$ cat config.mk
export PLATFORM = sky130hd
export DESIGN_NAME = cpu_core_param_flat
export DESIGN_NICKNAME = d
export VERILOG_FILES = /design/src/rtl/cpu_core_param_pkg.sv /design/src/rtl/cpu_core_param_if.sv /design/src/rtl/cpu_core_param_alu.sv /design/src/rtl/cpu_core_param.sv /design/src/flat_wrapper.sv
export SDC_FILE = /design/constraint.sdc
export NUM_CORES = 1
export LEC_CHECK = 0
export CAP_MARGIN = 20
export CELL_PAD_IN_SITES_DETAIL_PLACEMENT = 1
export CELL_PAD_IN_SITES_GLOBAL_PLACEMENT = 1
export CORE_UTILIZATION = 39
export CTS_CLUSTER_DIAMETER = 50
export DETAILED_ROUTE_END_ITERATION = 10
export PLACE_DENSITY = 0.79
export SLEW_MARGIN = 40
export SYNTH_ARGS = -nofsm -noshare
export SYNTH_HDL_FRONTEND = slang
export SYNTH_SLANG_ARGS = --single-unit
$ cat constraint.sdc
create_clock -name clk -period 2.55 [get_ports clk]
set_input_delay 0.765 -clock clk [delete_from_list [all_inputs] [get_ports clk]]
set_output_delay 0.765 -clock clk [all_outputs]
set_load 0.02 [all_outputs]
$ cat src/rtl/cpu_core_param_pkg.sv
// ---------------------------------------------------------------------------
// cpu_pkg: shared definitions for the parametrised three-address CPU.
//   - opcode values (OP_ADD/OP_SUB/OP_OUT/OP_JZ)
//   - FSM state encoding (cpu_state_e)
//   - field(): generic bit-field extraction used to slice {op,a,b,c}
// ---------------------------------------------------------------------------
package cpu_pkg;

  localparam int OP_ADD = 0;
  localparam int OP_SUB = 1;
  localparam int OP_OUT = 2;
  localparam int OP_JZ  = 3;

  typedef enum logic [2:0] {
    IDLE  = 3'd0,
    FETCH = 3'd1,
    RD_A  = 3'd2,
    RD_B  = 3'd3,
    EXEC  = 3'd4,
    WR_C  = 3'd5
  } cpu_state_e;

  // Extract 'width' bits starting at 'lsb' from a zero-extended word.
  // Callers size-cast the result down to the field width.
  function automatic logic [63:0] field(input logic [63:0] word,
                                        input int unsigned lsb,
                                        input int unsigned width);
    logic [63:0] mask;
    mask = (width >= 64) ? '1 : ((64'd1 << width) - 64'd1);
    return (word >> lsb) & mask;
  endfunction

endpackage

$ cat src/rtl/cpu_core_param_if.sv
// ---------------------------------------------------------------------------
// cpu_core_param_if: memory bus between the CPU (master) and the shared
// instruction/data memory (slave).
//   mem_req   master->slave  request
//   mem_we    master->slave  1 = write, 0 = read
//   mem_addr  master->slave  word address (AW bits)
//   mem_wdata master->slave  write data (DW bits)
//   mem_rdata slave->master  read data, valid in the ack cycle
//   mem_ack   slave->master  request completion
//
// Handshake: one request outstanding at a time. The master holds mem_req,
// mem_we, mem_addr and mem_wdata stable from the cycle mem_req rises until
// the cycle mem_ack=1; a transfer completes on a rising clock edge where
// mem_req and mem_ack are both 1. mem_ack may already be 1 in the first
// request cycle (zero-wait memory). mem_ack with mem_req=0 means nothing.
// The master may start a new request right after an ack (back-to-back).
// ---------------------------------------------------------------------------
interface cpu_core_param_if #(
  parameter int AW = 4,
  parameter int DW = 14
);
  logic          mem_req;
  logic          mem_we;
  logic [AW-1:0] mem_addr;
  logic [DW-1:0] mem_wdata;
  logic [DW-1:0] mem_rdata;
  logic          mem_ack;

  modport master (
    output mem_req, mem_we, mem_addr, mem_wdata,
    input  mem_rdata, mem_ack
  );

  modport slave (
    input  mem_req, mem_we, mem_addr, mem_wdata,
    output mem_rdata, mem_ack
  );
endinterface

$ cat src/rtl/cpu_core_param_alu.sv
// ---------------------------------------------------------------------------
// cpu_alu: combinational add/subtract for the CPU.
//   a_i, b_i  DW-bit operands
//   op_i      opcode; OP_SUB subtracts, anything else adds
//   res_o     DW-bit result
//   sat_o     1 when the result was clamped
// Macro CPU_SAT_EN: when defined, ADD clamps at all-ones and SUB clamps at
// zero, flagging sat_o. When undefined, results wrap and sat_o is 0.
// ---------------------------------------------------------------------------
module cpu_alu
  import cpu_pkg::*;
#(
  parameter int DW  = 14,
  parameter int OPW = 2
) (
  input  logic [DW-1:0]  a_i,
  input  logic [DW-1:0]  b_i,
  input  logic [OPW-1:0] op_i,
  output logic [DW-1:0]  res_o,
  output logic           sat_o
);

  logic is_sub;
  assign is_sub = (op_i == OPW'(OP_SUB));

`ifdef CPU_SAT_EN
  // One extra bit catches carry-out (ADD) or borrow (SUB).
  logic [DW:0] sum_w;
  logic [DW:0] diff_w;

  always_comb begin
    sum_w  = {1'b0, a_i} + {1'b0, b_i};
    diff_w = {1'b0, a_i} - {1'b0, b_i};
    res_o  = '0;
    sat_o  = 1'b0;
    if (is_sub) begin
      if (diff_w[DW]) begin
        res_o = '0;
        sat_o = 1'b1;
      end else begin
        res_o = diff_w[DW-1:0];
      end
    end else begin
      if (sum_w[DW]) begin
        res_o = '1;
        sat_o = 1'b1;
      end else begin
        res_o = sum_w[DW-1:0];
      end
    end
  end
`else
  assign res_o = is_sub ? (a_i - b_i) : (a_i + b_i);
  assign sat_o = 1'b0;
`endif

endmodule

$ cat src/rtl/cpu_core_param.sv
// ---------------------------------------------------------------------------
// cpu_core_param: multicycle memory-to-memory CPU, instruction {op,a,b,c}.
//   ADD: mem[c]=mem[a]+mem[b]   SUB: mem[c]=mem[a]-mem[b]
//   OUT: io_data=mem[a]         JZ : if mem[a]==0 then pc=c
// Ports:
//   clk, rst_n   clock (rising edge), async active-low reset
//   run          1 = execute, 0 = stop at the next instruction boundary
//   mem          cpu_core_param_if.master, req/ack memory bus
//   io_data      last OUT value;  io_valid  one-cycle strobe per OUT
//   busy         1 in every state except IDLE
//   pc           program counter
//   sat_flag     sticky saturation flag (only ever set with CPU_SAT_EN)
//   dbg_state    current FSM state
// Macro CPU_SAT_EN (inside cpu_alu) selects saturating arithmetic.
// ---------------------------------------------------------------------------
module cpu_core_param
  import cpu_pkg::*;
#(
  parameter int AW  = 4,
  parameter int OPW = 2,
  parameter int DW  = OPW + 3*AW
) (
  input  logic                    clk,
  input  logic                    rst_n,
  input  logic                    run,
  cpu_core_param_if.master        mem,
  output logic [DW-1:0]           io_data,
  output logic                    io_valid,
  output logic                    busy,
  output logic [AW-1:0]           pc,
  output logic                    sat_flag,
  output cpu_state_e              dbg_state
);

  cpu_state_e    state_q, state_d;
  logic [AW-1:0] pc_q, pc_d;
  logic [DW-1:0] ir_q, ir_d;
  logic [DW-1:0] opa_q, opa_d;
  logic [DW-1:0] opb_q, opb_d;
  logic [DW-1:0] res_q, res_d;
  logic [DW-1:0] io_data_q, io_data_d;
  logic          io_valid_q, io_valid_d;
  logic          sat_q, sat_d;
  logic          req_q, req_d;
  logic          we_q, we_d;
  logic [AW-1:0] addr_q, addr_d;
  logic [DW-1:0] wdata_q, wdata_d;

  logic          ack;
  logic [OPW-1:0] op_f;
  logic [AW-1:0]  c_f;
  logic [AW-1:0]  na_f, nb_f, nc_f;
  logic          is_alu;
  logic [DW-1:0] alu_res;
  logic          alu_sat;

  // An ack only counts while a request is actually outstanding.
  assign ack = mem.mem_ack & req_q;

  // Decode from the latched instruction.
  assign op_f   = OPW'(field(64'(ir_q), 3*AW, OPW));
  assign c_f    = AW'(field(64'(ir_q), 0, AW));
  assign is_alu = (op_f == OPW'(OP_ADD)) || (op_f == OPW'(OP_SUB));

  // Bus addresses come from ir_d so the RD_A address is already correct
  // in the FETCH ack cycle, when the instruction is only arriving.
  assign na_f = AW'(field(64'(ir_d), 2*AW, AW));
  assign nb_f = AW'(field(64'(ir_d), AW, AW));
  assign nc_f = AW'(field(64'(ir_d), 0, AW));

  cpu_alu #(.DW(DW), .OPW(OPW)) u_alu (
    .a_i   (opa_q),
    .b_i   (opb_q),
    .op_i  (op_f),
    .res_o (alu_res),
    .sat_o (alu_sat)
  );

  // State and datapath registers.
  always_ff @(posedge clk or negedge rst_n) begin
    if (!rst_n) begin
      state_q    <= IDLE;
      pc_q       <= '0;
      ir_q       <= '0;
      opa_q      <= '0;
      opb_q      <= '0;
      res_q      <= '0;
      io_data_q  <= '0;
      io_valid_q <= 1'b0;
      sat_q      <= 1'b0;
      req_q      <= 1'b0;
      we_q       <= 1'b0;
      addr_q     <= '0;
      wdata_q    <= '0;
    end else begin
      state_q    <= state_d;
      pc_q       <= pc_d;
      ir_q       <= ir_d;
      opa_q      <= opa_d;
      opb_q      <= opb_d;
      res_q      <= res_d;
      io_data_q  <= io_data_d;
      io_valid_q <= io_valid_d;
      sat_q      <= sat_d;
      req_q      <= req_d;
      we_q       <= we_d;
      addr_q     <= addr_d;
      wdata_q    <= wdata_d;
    end
  end

  // Next-state logic.
  always_comb begin
    state_d = state_q;
    case (state_q)
      IDLE:  if (run) state_d = FETCH;
      FETCH: if (ack) state_d = RD_A;
      RD_A:  if (ack) state_d = is_alu ? RD_B : EXEC;
      RD_B:  if (ack) state_d = EXEC;
      EXEC:  state_d = is_alu ? WR_C : (run ? FETCH : IDLE);
      WR_C:  if (ack) state_d = run ? FETCH : IDLE;
      default: state_d = IDLE;
    endcase
  end

  // Datapath updates and registered bus outputs for the coming state.
  always_comb begin
    pc_d       = pc_q;
    ir_d       = ir_q;
    opa_d      = opa_q;
    opb_d      = opb_q;
    res_d      = res_q;
    io_data_d  = io_data_q;
    io_valid_d = 1'b0;
    sat_d      = sat_q;
    case (state_q)
      FETCH: if (ack) begin
        ir_d = mem.mem_rdata;
        pc_d = pc_q + 1'b1;
      end
      RD_A: if (ack) opa_d = mem.mem_rdata;
      RD_B: if (ack) opb_d = mem.mem_rdata;
      EXEC: begin
        if (is_alu) begin
          res_d = alu_res;
          sat_d = sat_q | alu_sat;
        end else if (op_f == OPW'(OP_OUT)) begin
          io_data_d  = opa_q;
          io_valid_d = 1'b1;
        end else if ((op_f == OPW'(OP_JZ)) && (opa_q == '0)) begin
          pc_d = c_f;
        end
      end
      default: ;
    endcase

    // Driving the bus from state_d keeps the request registered yet lets
    // it rise in the very cycle the requesting state is entered.
    req_d   = 1'b0;
    we_d    = 1'b0;
    addr_d  = '0;
    wdata_d = '0;
    case (state_d)
      FETCH: begin req_d = 1'b1; addr_d = pc_d; end
      RD_A:  begin req_d = 1'b1; addr_d = na_f; end
      RD_B:  begin req_d = 1'b1; addr_d = nb_f; end
      WR_C:  begin
        req_d   = 1'b1;
        we_d    = 1'b1;
        addr_d  = nc_f;
        wdata_d = res_d;
      end
      default: ;
    endcase
  end

  assign mem.mem_req   = req_q;
  assign mem.mem_we    = we_q;
  assign mem.mem_addr  = addr_q;
  assign mem.mem_wdata = wdata_q;

  assign io_data   = io_data_q;
  assign io_valid  = io_valid_q;
  assign busy      = (state_q != IDLE);
  assign pc        = pc_q;
  assign sat_flag  = sat_q;
  assign dbg_state = state_q;

endmodule

$ cat src/flat_wrapper.sv
// flat-port wrapper written by rule: the top's interface ports become plain ports
module cpu_core_param_flat import cpu_pkg::*;
#(
  parameter int AW  = 4,
  parameter int OPW = 2,
  parameter int DW  = OPW + 3*AW
)
  (clk, rst_n, run, io_data, io_valid, busy, pc, sat_flag, dbg_state, mem_mem_req, mem_mem_we, mem_mem_addr, mem_mem_wdata, mem_mem_rdata, mem_mem_ack);
  cpu_core_param_if #(.AW(AW), .DW(DW)) mem_i ();
  input  logic clk;
  input  logic rst_n;
  input  logic run;
  output logic [DW-1:0] io_data;
  output logic io_valid;
  output logic busy;
  output logic [AW-1:0] pc;
  output logic sat_flag;
  output cpu_state_e dbg_state;
  output wire logic [$bits(mem_i.mem_req)-1:0] mem_mem_req;
  output wire logic [$bits(mem_i.mem_we)-1:0] mem_mem_we;
  output wire logic [$bits(mem_i.mem_addr)-1:0] mem_mem_addr;
  output wire logic [$bits(mem_i.mem_wdata)-1:0] mem_mem_wdata;
  input wire logic [$bits(mem_i.mem_rdata)-1:0] mem_mem_rdata;
  input wire logic [$bits(mem_i.mem_ack)-1:0] mem_mem_ack;
  assign mem_mem_req = mem_i.mem_req;
  assign mem_mem_we = mem_i.mem_we;
  assign mem_mem_addr = mem_i.mem_addr;
  assign mem_mem_wdata = mem_i.mem_wdata;
  assign mem_i.mem_rdata = mem_mem_rdata;
  assign mem_i.mem_ack = mem_mem_ack;
  cpu_core_param #(.AW(AW), .OPW(OPW), .DW(DW)) u_core (.clk(clk), .rst_n(rst_n), .run(run), .mem(mem_i), .io_data(io_data), .io_valid(io_valid), .busy(busy), .pc(pc), .sat_flag(sat_flag), .dbg_state(dbg_state));
endmodule
After elaboration in Yosys (flattened, before gate mapping):

Index checks and enable logic that the tools add are counted.

* flip-flop bits (word level): 98
* logic and storage cells: 67
* output and inout port bits: 44
* input port bits: 18

* bitwise gates (word level): 2
* mux-type cells: 26
* $add $sub $neg: 3
* equality and inequality tests: 12
* reductions and logical operators: 11

Operators with widths (count)
* $mux W14: 4
* $mux W12: 2
* $mux W3: 7
* $pmux W3 S6: 1
* $mux W4: 4
* $pmux W4 S4: 1
* $add A14 B14 Y14: 1
* $logic_not A14 Y1: 1
* $sub A14 B14 Y14: 1
* $eq A3 B2 Y1 const B: 4
* $eq A3 B3 Y1 const B: 3
* $pmux W4 S2: 1
* $eq A3 B1 Y1 const B: 2
* $mux W1: 6
* $reduce_and A2 Y1: 3
* $add A4 B1 Y4 const B: 1
* $eq A2 B2 Y1 const B: 2
* $reduce_or A4 Y1: 1
* $logic_not A3 Y1: 1
* $reduce_and A3 Y1: 1
* $reduce_bool A3 Y1: 1
* $eq A2 B1 Y1 const B: 1
* $logic_not A2 Y1: 1
* $and A1 B1 Y1: 1
* other kinds (3): 3

Longest topological paths before layout:

Gate-level depths: netlist of run 1.

* word-level depth: 8
* depth in mapped cells: 14
* mapped depth without buffers: 14

Cells and area by module:

Synthesis of run 1 repeated with hierarchy kept, for this count alone.

* cell total of the unflattened synthesis: 426
* area, all modules: 4958.5 um2

Modules (own cells, without submodules)
* cpu_core_param: cells each 287, area each 4011.3 um2, times used 1, seq. area each 2477.4 um2
* cpu_alu: cells each 139, area each 947.2 um2, times used 1, seq. area each 0.0 um2

Least setup slack after synthesis of run 1:

Ideal clock, no wire load.

* path type: flip-flop to flip-flop
* start point: register u_core.ir_q[13]
* end point: register u_core.wdata_q[11], in the netlist u_core.mem.mem_wdata[11]
* buffers on the path: 1
* data arrival time: 2.548 ns
* library setup time: 0.119 ns
* cell stages (with the launch flop): 14
* setup slack: -0.117 ns
* data required time: 2.431 ns
* clock period less this slack: 2.667 ns
* cell sequence: dfrtp_1 -> buf_2 -> inv_1 -> nand2_1 -> o21ai_0 -> inv_1 -> ha_1 -> nor2b_1 -> o2111ai_1 -> a41o_1 -> a21oi_1 -> mux2i_1 -> o311ai_0 -> and2_1

* elaborated cells on any way between the ends: 12
* those cells by class: eq/ne (2); mux (8); reduce/logical (2)

RTL lines
* start: declaration: RTL line cpu_core_param.sv:37 `logic [DW-1:0] ir_q, ir_d;`
* start signal: assignment: RTL line cpu_core_param.sv:98 `ir_q <= ir_d;`
* $eq A2 B1 Y1 or $logic_not A2 Y1 (tied branches): RTL line cpu_core_param_alu.sv:24, cpu_core_param.sv:63
* $mux W14 or $logic_or A1 B1 Y1 (tied branches): RTL line cpu_core_param_alu.sv:53, cpu_core_param.sv:63
* $mux W14 (*): RTL line cpu_core_param.sv:144 `if (is_alu) begin`
* $mux W14 (*): RTL line cpu_core_param.sv:136 `case (state_q)`
* via u_core.res_d[11]: RTL line cpu_core_param.sv:40 `logic [DW-1:0] res_q, res_d;`
* $mux W14 (*): RTL line cpu_core_param.sv:163 `case (state_d)`
* via u_core.wdata_d[11]: RTL line cpu_core_param.sv:47 `logic [DW-1:0] wdata_q, wdata_d;`
* end signal: assignment: RTL line cpu_core_param.sv:108 `wdata_q <= wdata_d;`
* end: declaration: RTL line cpu_core_param.sv:47

Mark *: on every way through the listed nets, which the timed path passes. The rest lies on a longest branch.
A chain may end at the register's enable or synchronous reset.

Worst setup path in the final report of run 1:

* start point: register u_core.opb_q[0]
* end point: register u_core.wdata_q[12], in the netlist u_core.mem.mem_wdata[12]

* word-level cells in the longest chain between the ends: 5
* elaborated cells on any way between the ends: 6
* those cells by class: add/sub (2); mux (4)

RTL lines
* start: declaration: RTL line cpu_core_param.sv:39 `logic [DW-1:0] opb_q, opb_d;`
* start signal: assignment: RTL line cpu_core_param.sv:100 `opb_q <= opb_d;`
* $add A14 B14 Y14 or $sub A14 B14 Y14 (tied branches): RTL line cpu_core_param_alu.sv:53 `assign res_o = is_sub ? (a_i - b_i) : (a_i + b_i);`
* $mux W14 (*): RTL line cpu_core_param_alu.sv:53
* $mux W14 (*): RTL line cpu_core_param.sv:144
* $mux W14 (*): RTL line cpu_core_param.sv:136
* via u_core.res_d[12]: RTL line cpu_core_param.sv:40
* $mux W14 (*): RTL line cpu_core_param.sv:163
* via u_core.wdata_d[12]: RTL line cpu_core_param.sv:47

Marked as above.

==> flow_summary.yaml, run 1 <==
status:
  status: "complete, but fails checks"
  violations: "DRC, setup timing"
setup_path:
  end_kind: "flop"
  rrSetupSlack_ns: -0.36
  crit_type: "flop to flop"
  critPathArrivalTime_ns: 3.15
  cp.required_ns: 2.79
  crit-reg2reg-launch: "u_core.opb_q[0]"
  worstSetupStartpointType: "flop"
  cp_max_fo: 3
  r2r-end: "u_core.mem.mem_wdata[12]"
  worstRegToRegCells: 11
logic_synthesis:
  synth_warnings: 0
  syn_nets: 476
  ys_seq_elements: 98
  syn_inst: 442
  dominantRegCellSynth: "dfrtp_1"
  synth_commonest_cells: "98 x dfrtp_1, 80 x nand2_1, 34 x mux2_2"
  ys_seq_area_share_pct: 51.8
  yosysMostFrequentCell: "dfrtp_1"
  synth-edff-count: 0
  netlist_area_um2: 4740
  synth_cell_types: 54
  synth_area_leader_cell: "dfrtp_1"
  ys_async_sr_fraction_pct: 100
  netlist.area_leader.share_pct: 51.8
  netlist_top_cells_area: "dfrtp_1 52%, mux2_2 8.1%, nand2_1 6.3%"
  synth_area_per_cell_um2: 10.7
floorplan:
  rows: 39
  die_w_um: 112
  num_io_pins: 62
  initial_core_util_pct: 40.8
  die_height_um: 112
  die-area_um2: 12600
  coreArea_um2: 11600
drt:
  drt-initial-drc-count: 143
  via_per_inst: 5.54
  drt_wl_total_um: 15500
  wl_met3_um: 533
  wl_met1_um: 6120
  ant_nets: 0
  drc: 7
  wire_per_inst_um: 21.2
  dr_total_vias: 4049
  drt_pre_antenna_iters: 7
  routed.top_layer: "met4"
  wl_met2_um: 8070
sta:
  finalSetupViolCount: 16
  whs_ns: 0.336
  max_slew_margin_pct: 64.4
  fmaxAchievable_ghz: 0.344
  final.setup_skew_ns: 0.00962
  layout_setup_ws_ns: -0.358
  post-route-period-util_pct: 114
  slew_violations: 0
  tightest_slew_ns: 0.529
  hold_viol: 0
  rsz0062_at_grt: "true"
  layout_min_cycle_time_ns: 2.91
placed_design:
  port_buffers: 60
  place.gp.congestion: 0.843
  hpwl_um: 10100
  dp_slack_ns: -0.348
layout:
  layout.nets: 617
  drive_above_1_share_pct: 36.9
  diodes: 0
  utilization_pct: 58.9
  area_growth_pct: 44.4
clock_network:
  cts-root-buf: "clkbuf_16"
  clock_path_buffers: 2
  clkTransAtPathRegs_ns: 0.08
  cts.sinks: 98
  clk_latency_ns: 0.36
  postCtsHoldBufs: 0
  cts_tree: "done"
  htree_levels: 3
  cts_made_buffers: 9
grt:
  grt_pass1_wl_um: 22400
  antenna_found_initial: 0
  grt_max_degree: 48
  overflow: 0
  grt_pass1_vias: 4369
  grt.total_usage_pct: 23.4
flow_run:
  maxCapViolCount: 0
worst_hold_path:
  hold_class: "primary input to asynchronous set/reset pin"
[worst max-delay path, stage by stage, from the launching register on]
cell and delay (ns):
dfrtp_1 0.41, buf_6 0.14, o31ai_4 0.25, xor2_1 0.24
ha_1 0.32, o21ai_2 0.14, a21oi_2 0.05, o41a_1 0.51
o21ai_2 0.22, and3b_1 0.24, o31ai_2 0.08, and2_1 0.18
[worst max path at each step]
stage	from	end	slack, ns	depth (start not counted)
after floorplan	u_core.opb_q[3]	u_core.mem.mem_wdata[13]	0.0008	13
after global placement	mem_mem_ack	u_core.mem.mem_addr[1]	-0.20	8
after detailed placement	u_core.opb_q[3]	u_core.mem.mem_wdata[11]	-0.35	12
after CTS	u_core.opb_q[4]	u_core.mem.mem_wdata[12]	-0.23	13
after global routing	u_core.opb_q[3]	u_core.mem.mem_wdata[12]	-0.49	13
final	u_core.opb_q[0]	u_core.mem.mem_wdata[12]	-0.36	11
[kinds of logic after synthesis]
kind of cell             count (synthesis)  share of synthesized area, %
adder cells (fa/ha/maj)                 16                          4.38
XOR/XNOR                                21                          3.88
other                                    1                        0.0791
AO/OA/AOI/OAI                           85                          11.7
AND/OR/NAND/NOR                        150                          14.8
multiplexers                            43                          10.5
flip-flops                              98                          51.8
buffers and inverters                   28                          2.96
[cell type report]
type	count	area [um^2]
Inverter	14	55.1
Clock inverter	7	58.8
Sequential cell	98	2460
Clock buffer	9	225
Multi-Input combinational cell	316	2570
Tap cell	143	179
Fill cell	1228	4770
Timing Repair Buffer	144	1300
[flip-flops by register name, summed over array words and instances (netlist names), 3 cells and up]
register              cells
u_core.opb_q             14
u_core.ir_q              14
u_core.res_q             14
u_core.mem.mem_addr       4
u_core.mem.mem_wdata     14
u_core.opa_q             14
u_core.io_data           14
u_core.dbg_state          3
u_core.pc                 4
[cell usage in the layout, fill, tap and decap left out, types with 4 or more instances in the layout]
| master | instances |
|---|---|
| xnor2_1 | 10 |
| mux2_2 | 32 |
| buf_4 | 73 |
| inv_1 | 8 |
| a21o_1 | 4 |
| nand2_2 | 6 |
| mux2i_1 | 4 |
| buf_6 | 9 |
| ha_1 | 8 |
| o21ai_2 | 5 |
| clkdlybuf4s50_1 | 59 |
| o21ai_1 | 5 |
| dfrtp_1 | 95 |
| nand3_2 | 4 |
| o21ai_0 | 17 |
| nand2_1 | 73 |
| mux2_4 | 7 |
| a221o_1 | 5 |
| ha_4 | 4 |
| clkbuf_16 | 9 |
| or3_1 | 6 |
| and2_1 | 11 |
| a21oi_2 | 6 |
| inv_2 | 5 |
| nor2_1 | 14 |
| xor2_1 | 7 |
| a21oi_1 | 11 |
| nor2_2 | 4 |
[repair_timing]
| action | in CTS | in global routing |
|---|---|---|
| gates cloned | 0 | 0 |
| gates resized for setup | 34 | 69 |
| pin swaps | 28 | 43 |
| setup buffers | 5 | 10 |
| setup endpoints to repair | 15 | 17 |
[routing by layer]
layer	vias to the layer above	GRT usage (%)
met4	0	11.6
met1	2051	27.4
met5	-	0
li1	1831	-
met3	52	3.46
met2	115	42.1
[stage by stage]
step	TNS (ns)	area, um^2	cells
final	-3.39	6840	731
after detailed placement	-3.32	6020	702
after CTS	-1.70	6470	723
after floorplan	0	4760	442
after global placement	-1.05	6020	702
after global routing	-5.29	6840	731
Power of run 1 is left out: the tool's default activity adds up to more than one toggle a clock period on the data nets, which glitch-free logic cannot reach.
==> run 2: changes to the inputs <==
--- a/config.mk
+++ b/config.mk
@@ -8,11 +8,12 @@
 export CAP_MARGIN = 20
 export CELL_PAD_IN_SITES_DETAIL_PLACEMENT = 1
 export CELL_PAD_IN_SITES_GLOBAL_PLACEMENT = 1
-export CORE_UTILIZATION = 39
+export CORE_UTILIZATION = 40
 export CTS_CLUSTER_DIAMETER = 50
 export DETAILED_ROUTE_END_ITERATION = 10
-export PLACE_DENSITY = 0.79
+export PLACE_DENSITY = 0.8
 export SLEW_MARGIN = 40
 export SYNTH_ARGS = -nofsm -noshare
 export SYNTH_HDL_FRONTEND = slang
+export SYNTH_HIERARCHICAL = 1
 export SYNTH_SLANG_ARGS = --single-unit
==> flow_summary.yaml, run 2 <==
logic_synthesis:
  synth-edff-count: 0
  synth_cell_types: 53
  netlist.area_leader.share_pct: 50.0
  synth_area_leader_cell: "dfrtp_1"
  synth_commonest_cells: "99 x dfrtp_1, 57 x mux2_2, 28 x nor2_1"
  dominantRegCellSynth: "dfrtp_1"
  ys_seq_elements: 99
  synth_area_per_cell_um2: 11.6
  netlist_top_cells_area: "dfrtp_1 50%, mux2_2 13%, xnor2_1 3.9%"
  netlist_area_um2: 4960
  syn_nets: 460
  yosysMostFrequentCell: "dfrtp_1"
  ys_async_sr_fraction_pct: 100
  ys_seq_area_share_pct: 50.0
  synth_warnings: 6
  syn_inst: 426
floorplan:
  rows: 40
  initial_core_util_pct: 41.1
  die-area_um2: 12800
  die_w_um: 113
  coreArea_um2: 12100
  die_height_um: 113
  num_io_pins: 62
placed_design:
  dp_slack_ns: -0.696
  placedCellCount: 713
  placed_area_um2: 6330
  hpwl_um: 9840
  port_buffers: 61
  place.gp.congestion: 0.852
drt:
  drt_pre_antenna_iters: 4
  dr_total_vias: 3819
  drt_wl_total_um: 14000
  wire_per_inst_um: 18.9
  via_per_inst: 5.15
  drt-initial-drc-count: 148
  drc: 0
  ant_nets: 0
setup_path:
  critPathArrivalTime_ns: 3.43
  r2r-end: "u_core/mem.mem_wdata[11]"
  crit_type: "flop to flop"
  startpoint: "u_core/opb_q[4]"
  rrSetupSlack_ns: -0.64
  cp_max_fo: 4
  worstSetupStartpointType: "flop"
  worstRegToRegCells: 13
  critPathCapture: "u_core/mem.mem_wdata[11]"
  cp.required_ns: 2.79
  end_kind: "flop"
  crit-reg2reg-launch: "u_core/opb_q[4]"
grt:
  antenna_found_initial: 0
  grt_pass1_vias: 4255
  grt_max_degree: 100
  grt.total_usage_pct: 23.1
  grt_pass1_wl_um: 22600
  overflow: 0
layout:
  stdcell_count: 742
  final-seq-area_um2: 2480
  final_common_cell: "dfrtp_1"
  area_growth_pct: 40.6
  drive_above_1_share_pct: 38.7
  fill_cells: 1276
  postLayoutCellArea_um2: 6970
  layout.nets: 604
  diodes: 0
  multiInputGateArea_um2: 2600
  layout_common_cells: "98 x dfrtp_1, 77 x buf_4, 60 x clkdlybuf4s50_1"
sta:
  finalSetupViolCount: 15
  rsz0062_at_grt: "true"
  fin_tns_setup_ns: -6.28
  slew_violations: 0
  hold_viol: 0
  final.setup_skew_ns: 0.00871
  fmaxAchievable_ghz: 0.314
  post-route-period-util_pct: 125
  tightest_slew_ns: 0.569
  max_slew_margin_pct: 62.0
  layout_min_cycle_time_ns: 3.19
  layout_setup_ws_ns: -0.639
clock_network:
  cts.sinks: 99
  clk_latency_ns: 0.36
  postCtsHoldBufs: 0
  htree_levels: 3
  cts-root-buf: "clkbuf_16"
  cts_tree: "done"
  clock_path_buffers: 2
  clkTransAtPathRegs_ns: 0.07
  cts_made_buffers: 9
status:
  violations: "setup timing"
  status: "complete, but fails checks"
worst_hold_path:
  hold_class: "primary input to asynchronous set/reset pin"
flow_run:
  maxCapViolCount: 0
run 2: cell count changes in the layout (fill, tap and decap cells not counted), sizes merged, moves of 5 or more:
cell   previous run  this run
a211o             0         5
mux2             39        66
xor2              8         3
nand2            80        21
and2             14         0
xnor2            13        22
nor2b             2        21
nor2             20        29
o21ai            27        10
run 2: worst max-delay path, cell delays in order (launching register included):
cell      delay, ns
dfrtp_1        0.39
or3_4          0.40
or3_4          0.39
nor2_4         0.12
a21oi_2        0.07
xnor2_1        0.16
ha_2           0.34
a21oi_4        0.21
o21bai_4       0.07
a211o_1        0.23
o211a_1        0.12
xor2_1         0.16
mux2_4         0.26
nor2b_1        0.13
run 2: cell type report:
cell class | instances | area share (%)
clock buffer | 9 | 3.23
inverter | 17 | 0.915
multi-input combinational | 294 | 37.2
clock inverter | 6 | 0.933
timing repair buffer | 149 | 19.1
sequential | 99 | 35.6
tap | 168 | 3.02
run 2: through the flow:
stage               utilization [%]  hold slack (ns)
floorplan                         -            0.446
global placement               52.4            0.438
detailed placement             52.4            0.444
CTS                            57.3            0.459
global route                   57.8            0.474
finish                         57.8            0.402
run 2: worst min-delay path by stage:
stage / from / to / slack, ns / cells past startpoint
6_report: rst_n / u_core/mem.mem_wdata[10] / 0.40 / 2
5_1_grt: u_core/sat_flag / u_core/sat_flag / 0.47 / 1
4_1_cts: u_core/sat_flag / u_core/sat_flag / 0.46 / 1
3_5_place_dp: u_core/sat_flag / u_core/sat_flag / 0.44 / 1
3_3_place_gp: u_core/sat_flag / u_core/sat_flag / 0.44 / 1
2_1_floorplan: u_core/ir_q[5] / u_core/ir_q[5] / 0.45 / 2
run 2: timing repair:
action                     4_1_cts  5_1_grt
gates resized for setup         45       12
setup buffers                   11        3
setup endpoints to repair       16       18
pin swaps                       16        8
run 2: metal layers:
| metal | wire, um | GRT usage (%) |
|---|---|---|
| met1 | 6010 | 28.0 |
| met2 | 7310 | 40.7 |
| met3 | 415 | 5.46 |
| met4 | 291 | 7.37 |
| met5 | 0 | 0 |
run 2: cells by family after synthesis:
kind of cell,after synthesis,synth area share (%)
buffers and inverters,33,3.23
other,1,0.0756
and+or+nand+nor,108,11.8
DFF,99,50.0
adders and majority gates,16,4.19
AOI/OAI and AO/OA,71,9.29
xor gates and xnor gates,25,4.42
muxes,73,17.1
Power of run 2 is left out for the same reason.
==> run 3: changes to the inputs <==
--- a/config.mk
+++ b/config.mk
@@ -12,7 +12,8 @@
 export CTS_CLUSTER_DIAMETER = 50
 export DETAILED_ROUTE_END_ITERATION = 10
 export PLACE_DENSITY = 0.8
-export SLEW_MARGIN = 40
+export SETUP_SLACK_MARGIN = 0.05
+export SLEW_MARGIN = 0
 export SYNTH_ARGS = -nofsm -noshare
 export SYNTH_HDL_FRONTEND = slang
 export SYNTH_HIERARCHICAL = 1
==> flow_summary.yaml, run 3 (same netlist as run 2, synthesis figures left out) <==
status:
  status: "complete, but fails checks"
  violations: "setup timing"
setup_path:
  rrSetupSlack_ns: -0.87
  cp_max_fo: 4
  worstRegToRegCells: 13
  cp.required_ns: 2.79
  worstSetupStartpointType: "flop"
  r2r-end: "u_core/mem.mem_wdata[13]"
  crit_type: "flop to flop"
  critPathArrivalTime_ns: 3.66
  end_kind: "flop"
  crit-reg2reg-launch: "u_core/opb_q[4]"
clock_network:
  clock_path_buffers: 2
  cts_tree: "done"
  postCtsHoldBufs: 0
  cts_made_buffers: 9
  cts.sinks: 99
  clk_latency_ns: 0.36
  cts-root-buf: "clkbuf_16"
  htree_levels: 3
  clkTransAtPathRegs_ns: 0.07
placed_design:
  placedCellCount: 717
  place.gp.congestion: 0.837
  hpwl_um: 9810
  port_buffers: 61
sta:
  finalSetupViolCount: 15
  final.setup_skew_ns: 0.0104
  whs_ns: 0.457
  tightest_slew_ns: 0.522
  layout_min_cycle_time_ns: 3.42
  rsz0062_at_grt: "true"
  post-route-period-util_pct: 134
  fmaxAchievable_ghz: 0.293
  hold_viol: 0
  max_slew_margin_pct: 65.2
  slew_violations: 0
  layout_setup_ws_ns: -0.866
grt:
  grt.total_usage_pct: 23.1
  antenna_found_initial: 0
  grt_pass1_vias: 4235
  grt_pass1_wl_um: 22400
  overflow: 0
  grt_max_degree: 100
floorplan:
  die_height_um: 113
  num_io_pins: 62
  initial_core_util_pct: 41.1
  die-area_um2: 12800
  coreArea_um2: 12100
  rows: 40
  die_w_um: 113
layout:
  layout.nets: 606
  fill_cells: 1230
  layout_common_cells: "98 x dfrtp_1, 85 x buf_4, 59 x clkdlybuf4s50_1"
  drive_above_1_share_pct: 38.6
  final_common_cell: "dfrtp_1"
  stdcell_count: 745
  area_growth_pct: 40.6
  diodes: 0
flow_run:
  maxCapViolCount: 0
drt:
  ant_nets: 0
  wire_per_inst_um: 19.4
  via_per_inst: 5.28
  drt_pre_antenna_iters: 4
  drt_wl_total_um: 14400
  drc: 0
  drt-initial-drc-count: 156
  dr_total_vias: 3936
worst_hold_path:
  hold_class: "primary input to asynchronous set/reset pin"
run 3: what timing repair did:
action | CTS | global route
setup buffers | 7 | 5
endpoints found under the setup margin | 19 | 19
gates resized for setup | 27 | 22
pin swaps | 10 | 14
run 3: per-layer routing:
metal,vias up,track usage (%),routed length [um]
met5,-,0,0
met4,0,8.25,393
met3,34,5.03,531
met2,108,41.5,7690
met1,1998,27.3,5800
li1,1796,-,-
run 3: final cells by class:
| class | instances | area [um^2] | share of cell area, % |
|---|---|---|---|
| tap | 168 | 210 | 3.02 |
| sequential | 99 | 2480 | 35.6 |
| clock buffer | 10 | 239 | 3.43 |
| multi-input combinational | 294 | 2570 | 36.9 |
| timing repair buffer | 151 | 1310 | 18.8 |
| clock inverter | 6 | 95.1 | 1.36 |
| inverter | 17 | 63.8 | 0.915 |
run 3: through the flow:
stage / area (um^2) / TNS (ns) / setup WS [ns] / util (%)
final: 6970 / -8.83 / -0.866 / 57.8
after global routing: 6970 / -10.56 / -0.995 / 57.8
after CTS: 6840 / -6.09 / -0.673 / 56.7
after detailed placement: 6340 / -8.50 / -0.739 / 52.6
after global placement: 6340 / -6.60 / -0.613 / 52.6
after floorplan: 5020 / -4.00 / -0.581 / -
run 3: worst max-delay path by stage:
stage                         start                  endpoint  slack (ns)  cells past startpoint
global route        u_core/opb_q[4]  u_core/mem.mem_wdata[13]        -1.0                     14
CTS                 u_core/opb_q[4]  u_core/mem.mem_wdata[13]       -0.67                     14
global placement    u_core/opb_q[4]  u_core/mem.mem_wdata[13]       -0.61                     13
floorplan           u_core/opb_q[4]  u_core/mem.mem_wdata[13]       -0.58                     14
detailed placement  u_core/opb_q[4]  u_core/mem.mem_wdata[11]       -0.74                     13
finish              u_core/opb_q[4]  u_core/mem.mem_wdata[13]       -0.87                     13
run 3: worst max-delay path, cell delays in order (launching register included):
cell,delay [ns]
dfrtp_1,0.40
or3_4,0.40
or3_4,0.45
nor3_4,0.18
a21oi_2,0.10
xnor2_1,0.14
ha_1,0.37
a21oi_2,0.19
nand3b_1,0.15
a2111oi_4,0.27
nor2_2,0.09
xnor2_1,0.14
mux2_4,0.28
nor2b_1,0.13
Power of run 3 is left out for the same reason.
